### src/rtl/csa_sub_seq.sv
// rtl/csa_sub_seq.sv - Multi-cycle carry-select subtractor, one CHUNK-bit group per clock
//
// Computes o_diff = i_minuend - i_subtrahend (mod 2^WIDTH) as A + ~B + 1.
// Each group precomputes its sum for carry-in 0 and carry-in 1. A registered
// carry then picks one of the two sums. One group is processed per clock.
//
// Optional feature: define CSA_SUB_OVF_EN to add the o_overflow port and its
// signed-overflow logic.
//
// Ports:
//   i_clk          clock, rising edge
//   i_rst_n        asynchronous active-low reset
//   i_valid        operands valid
//   o_ready        block can accept operands (IDLE)
//   i_minuend      A
//   i_subtrahend   B
//   o_valid        result valid (DONE)
//   i_ready        downstream accepts result
//   o_diff         A - B mod 2^WIDTH
//   o_overflow     signed overflow (CSA_SUB_OVF_EN only)
//   o_borrow       1 iff A < B (unsigned)
module csa_sub_seq #(
    parameter int WIDTH = 42,
    parameter int CHUNK = 4
) (
    input  logic             i_clk,
    input  logic             i_rst_n,
    input  logic             i_valid,
    output logic             o_ready,
    input  logic [WIDTH-1:0] i_minuend,
    input  logic [WIDTH-1:0] i_subtrahend,
    output logic             o_valid,
    input  logic             i_ready,
    output logic [WIDTH-1:0] o_diff,
`ifdef CSA_SUB_OVF_EN
    output logic             o_overflow,
`endif
    output logic             o_borrow
);

    localparam int NCHUNK   = (WIDTH + CHUNK - 1) / CHUNK;
    localparam int PW       = NCHUNK * CHUNK;
    localparam int TOP_BITS = WIDTH - (NCHUNK - 1) * CHUNK;
    localparam int CW       = (NCHUNK > 1) ? $clog2(NCHUNK) : 1;

    typedef enum logic [1:0] {
        IDLE = 2'd0,
        RUN  = 2'd1,
        DONE = 2'd2
    } state_t;

    state_t           state_q, state_d;
    logic [WIDTH-1:0] a_q, a_d;
    logic [WIDTH-1:0] bn_q, bn_d;     // latched ~B
    logic [CW-1:0]    cnt_q, cnt_d;
    logic             carry_q, carry_d;
    logic [WIDTH-1:0] diff_q, diff_d;
    logic             borrow_q, borrow_d;
`ifdef CSA_SUB_OVF_EN
    logic             ovf_q, ovf_d;
`endif

    // Group datapath
    logic [PW-1:0]    a_pad, bn_pad;
    logic [CHUNK-1:0] a_grp, b_grp;
    logic [CHUNK:0]   s0, s1, sel;
    logic             last;
    logic             carry_out;

    // Zero padding above WIDTH keeps the top group's unused bits from
    // disturbing its carry; the carry is taken from bit TOP_BITS there.
    assign a_pad  = PW'(a_q);
    assign bn_pad = PW'(bn_q);
    assign last   = (cnt_q == CW'(NCHUNK - 1));

    always_comb begin
        a_grp = '0;
        b_grp = '0;
        for (int k = 0; k < NCHUNK; k++) begin
            if (cnt_q == CW'(k)) begin
                a_grp = a_pad[k*CHUNK +: CHUNK];
                b_grp = bn_pad[k*CHUNK +: CHUNK];
            end
        end
    end

    always_comb begin
        s0        = {1'b0, a_grp} + {1'b0, b_grp};
        s1        = {1'b0, a_grp} + {1'b0, b_grp} + (CHUNK+1)'(1);
        sel       = carry_q ? s1 : s0;
        carry_out = last ? sel[TOP_BITS] : sel[CHUNK];
    end

    // State register
    always_ff @(posedge i_clk or negedge i_rst_n) begin
        if (!i_rst_n) begin
            state_q  <= IDLE;
            a_q      <= '0;
            bn_q     <= '0;
            cnt_q    <= '0;
            carry_q  <= 1'b0;
            diff_q   <= '0;
            borrow_q <= 1'b0;
`ifdef CSA_SUB_OVF_EN
            ovf_q    <= 1'b0;
`endif
        end else begin
            state_q  <= state_d;
            a_q      <= a_d;
            bn_q     <= bn_d;
            cnt_q    <= cnt_d;
            carry_q  <= carry_d;
            diff_q   <= diff_d;
            borrow_q <= borrow_d;
`ifdef CSA_SUB_OVF_EN
            ovf_q    <= ovf_d;
`endif
        end
    end

    // Next-state logic
    always_comb begin
        state_d = state_q;
        case (state_q)
            IDLE:    if (i_valid) state_d = RUN;
            RUN:     if (last) state_d = DONE;
            DONE:    if (i_ready) state_d = IDLE;
            default: state_d = IDLE;
        endcase
    end

    // Datapath register updates
    always_comb begin
        a_d      = a_q;
        bn_d     = bn_q;
        cnt_d    = cnt_q;
        carry_d  = carry_q;
        diff_d   = diff_q;
        borrow_d = borrow_q;
`ifdef CSA_SUB_OVF_EN
        ovf_d    = ovf_q;
`endif
        case (state_q)
            IDLE: begin
                if (i_valid) begin
                    a_d     = i_minuend;
                    bn_d    = ~i_subtrahend;
                    cnt_d   = '0;
                    carry_d = 1'b1;   // the "+1" of A + ~B + 1
                    diff_d  = '0;
                end
            end
            RUN: begin
                for (int i = 0; i < WIDTH; i++) begin
                    if (cnt_q == CW'(i / CHUNK)) begin
                        diff_d[i] = sel[i % CHUNK];
                    end
                end
                carry_d = carry_out;
                // Counter parks on the last group; only a new accept clears it.
                if (!last) begin
                    cnt_d = cnt_q + CW'(1);
                end
                if (last) begin
                    borrow_d = ~carry_out;
`ifdef CSA_SUB_OVF_EN
                    ovf_d = (a_q[WIDTH-1] != ~bn_q[WIDTH-1]) &&
                            (diff_d[WIDTH-1] != a_q[WIDTH-1]);
`endif
                end
            end
            default: ;
        endcase
    end

    // Outputs
    always_comb begin
        o_ready    = (state_q == IDLE);
        o_valid    = (state_q == DONE);
        o_diff     = diff_q;
        o_borrow   = borrow_q;
`ifdef CSA_SUB_OVF_EN
        o_overflow = ovf_q;
`endif
    end

endmodule

### config.mk
export PLATFORM = sky130hd
export DESIGN_NAME = csa_sub_seq
export DESIGN_NICKNAME = d
export VERILOG_FILES = /design/src/rtl/csa_sub_seq.sv
export SDC_FILE = /design/constraint.sdc
export NUM_CORES = 1
export LEC_CHECK = 0
export BUFFER_PORTS_ARGS = -buffer_cell sky130_fd_sc_hd__buf_2
export CAP_MARGIN = 20
export CORE_ASPECT_RATIO = 1.1
export CORE_MARGIN = 4
export CORE_UTILIZATION = 30
export DETAILED_ROUTE_END_ITERATION = 7
export PLACE_DENSITY = 0.54
export SETUP_SLACK_MARGIN = 0.02
export SYNTH_ARGS = -nofsm -noshare
export SYNTH_HDL_FRONTEND = slang
export SYNTH_SLANG_ARGS = --single-unit
export TNS_END_PERCENT = 20
### constraint.sdc
create_clock -name i_clk -period 3.57 [get_ports i_clk]
set_clock_uncertainty 0.15 [all_clocks]
set_input_delay 0 -clock i_clk [delete_from_list [all_inputs] [get_ports i_clk]]
set_output_delay 0 -clock i_clk [all_outputs]
set_load 0.02 [all_outputs]
==> results.tsv <==
metric	value	unit
number of global-route vias before repair	6002	
All-Layer GR Usage	0.171	
Final Non-Filler Cells	1209	
Syn Std Cell Area	6310	µm²
Die Span X	146	µm
post-detail-place hpwl	13.7	mm
IO Pins	133	
Hold Violations, Final	0	
Worst Setup Start Kind	register	
I/O Buffers	132	
Sum Neg Setup Slack	0	ns
crit path time final	3.56	ns
core area	20600	µm²
Mapped Cells	687	
Skew-Pair Late Insertion Delay	0.43	ns
crit path kind	register to register	
Synth warnings	0	
average wire per standard cell	16.1	µm
DIE HEIGHT	160	µm
Hold Path Class	input pin to register	
Top FF cell, synth	dfrtp_1	
Int Power	5.97	mW
Max Buffers Root-to-Sink	2	
combinational power share	0.571	
Fillers	2007	
Synth cell types	47	
total CTS buffers	17	
# DRC	0	
WP data arrival	3.72	ns
Die Area	23400	µm²
crit-path max FO	6	
antenna violations before repair	0	
clock net sink count	134	
remaining global-route overflow	0	
Clock Power Share	0.168	
Post-synth EDFFs	0	
family with the most delay on the worst path	adder cells	
Clock transition at path regs	0.07	ns
Buf+Inv Stages, Crit Path	2	
Crit. End Element	register	
global-route wire length before repair	31.9	mm
Slowest Stage Delay on Critical Path	0.57	ns
most frequent cells in the layout	nand2_1, dfrtp_1, buf_2	
sw frac	0.430	
maximum level of the CTS H-tree	4	
Final GP Congestion	0.819	
Max Cap Viol	0	
vias	5759	
Post-Syn Nets	785	
DRT Pass-1 Iters	5	
top area cells in the synthesized netlist	dfrtp_1, nand2_1, o21ai_0	
status	complete, no violations	
post-synth top area cell	dfrtp_1	
Initial Utilization	0.306	
# diodes	0	
most frequent cell on the critical path	ha_4	
Synth top area share	0.531	
Rows	55	
final worst setup slack	0.00628	ns
fraction of layout cells with a size suffix above 1	0.313	
slew margin rel.	0.480	
commonest non-fill, non-tap cell in the layout	nand2_1	
Leak	4.48	nW
Slowest-stage cell, CP	fa_2	
CTS root buf	clkbuf_16	
Reg power frac	0.260	
Worst VDD drop	616	µV
register area share after synthesis	0.531	
final setup vio count	0	
Worst Path Required	3.73	ns
post-route ant nets	0	
pre-CTS setup slack	-0.331	ns
via/cell ratio	4.76	
CP cell instances	inv_2 > ha_4 > buf_4 > nor2b_4 > a221o_1 > a221oi_2 > a211o_1 > a31oi_2 > ha_2 > fa_2 > ha_4 > mux2i_4 > nor2_4 > mux2_4	
post-layout util	0.452	
number of cells after detailed placement	1081	
largest net degree at the start of global routing	107	
worst slew pin tran	0.777	ns
Layout area overhead	47.8	%
placed cell area	7490	µm²
switching power	4.50	mW
Finished Cell Area	9330	µm²
Period Utilization, post-route	0.998	
Net count, final	1038	
Async SR Flop Fraction	1.00	
RSZ-0062 raised after global routing	yes	
DR iter-0 viols	338	
CTS tree	built	
pwr dens	1120	nW/µm²
routed wire length	19.4	mm
final max-slew violation count	0	
Fmax	0.281	GHz
Post-Syn Area per Cell	9.19	µm²
Yosys reg bits	134	
power by group through the flow:
stage / sequential, mW / combinational (mW) / clock (mW)
detailed placement: 2.75 / 4.74 / 0
global placement: 2.74 / 4.66 / 0
CTS: 2.73 / 5.51 / 1.80
global route: 2.81 / 6.59 / 1.86
finish: 2.73 / 5.98 / 1.76
floorplan: 2.81 / 2.90 / 0
cells by family after synthesis:
kind of cell / synth area share
adder cells (fa/ha/maj): 0.0210
multiplexers: 0.0478
AND/OR/NAND/NOR: 0.174
flip-flops: 0.531
XOR/XNOR: 0.0137
buffers and inverters: 0.0398
AO/OA/AOI/OAI: 0.173
what timing repair did:
action	CTS	global route
hold buffers	87	1
setup buffers	3	4
cloned	1	0
endpoints found under the hold margin	192	37
pin swaps	21	13
setup endpoints to repair	33	33
resized for setup	37	36
cells in the mapped netlist, types with 5 or more instances:
cell type  instances
a21oi_1           36
a22oi_1           14
buf_2             18
clkbuf_1          22
dfrtp_1          134
ha_1               9
inv_1             14
mux2_2            25
nand2_1          212
nand3_1           12
nor2_1            20
nor2b_1            8
o211ai_1           5
o21ai_0           75
o22ai_1           14
xor2_1             6
flip-flops by register name, indices dropped and copies added (netlist names):
name      count
a_q          42
bn_q         42
carry_q       1
cnt_q         4
o_borrow      1
o_diff       42
state_q       2
path summary, 6_finish.rpt:
check	startpoint	to	slack (ns)	depth (start not counted)
max reg2reg	cnt_q[1]	o_diff[21]	0.006	14
min reg2reg	a_q[34]	a_q[34]	0.33	2
min in group asynchronous	i_rst_n	o_diff[4]	0.46	3
min	i_minuend[23]	a_q[23]	0.13	4
max	cnt_q[1]	o_diff[21]	0.006	14
max in group asynchronous	i_rst_n	a_q[30]	2.12	4
layout make-up:
cell class                 count  area [µm²]  area share
clock buffer                  19         443      0.0475
inverter                      14        52.6     0.00563
sequential                   134        3350       0.359
tap                          256         320      0.0343
timing repair buffer         278        2030       0.217
clock inverter                13         149      0.0160
multi-input combinational    495        2990       0.320
tightest hold or removal path: stages:
cell and delay, ns:
dlygate4sd3_1 0.51, buf_2 0.09, nand2_1 0.04, nand2_1 0.04
metal layers:
| layer | wire (µm) | global-route usage | vias to the layer above |
|---|---|---|---|
| met2 | 9130 | 0.273 | 163 |
| met4 | 354 | 0.0492 | 0 |
| met5 | 0 | 0 | - |
| met3 | 925 | 0.0403 | 26 |
| li1 | - | - | 2861 |
| met1 | 9020 | 0.232 | 2709 |
metrics by stage:
stage | power (mW) | hold slack [ns]
global route | 11.3 | 0.130
floorplan | 5.71 | -0.446
detailed placement | 7.48 | 0.0422
CTS | 10.0 | 0.115
global placement | 7.41 | 0.0407
finish | 10.5 | 0.130
Note: power is estimated with default switching activity, not from simulation.
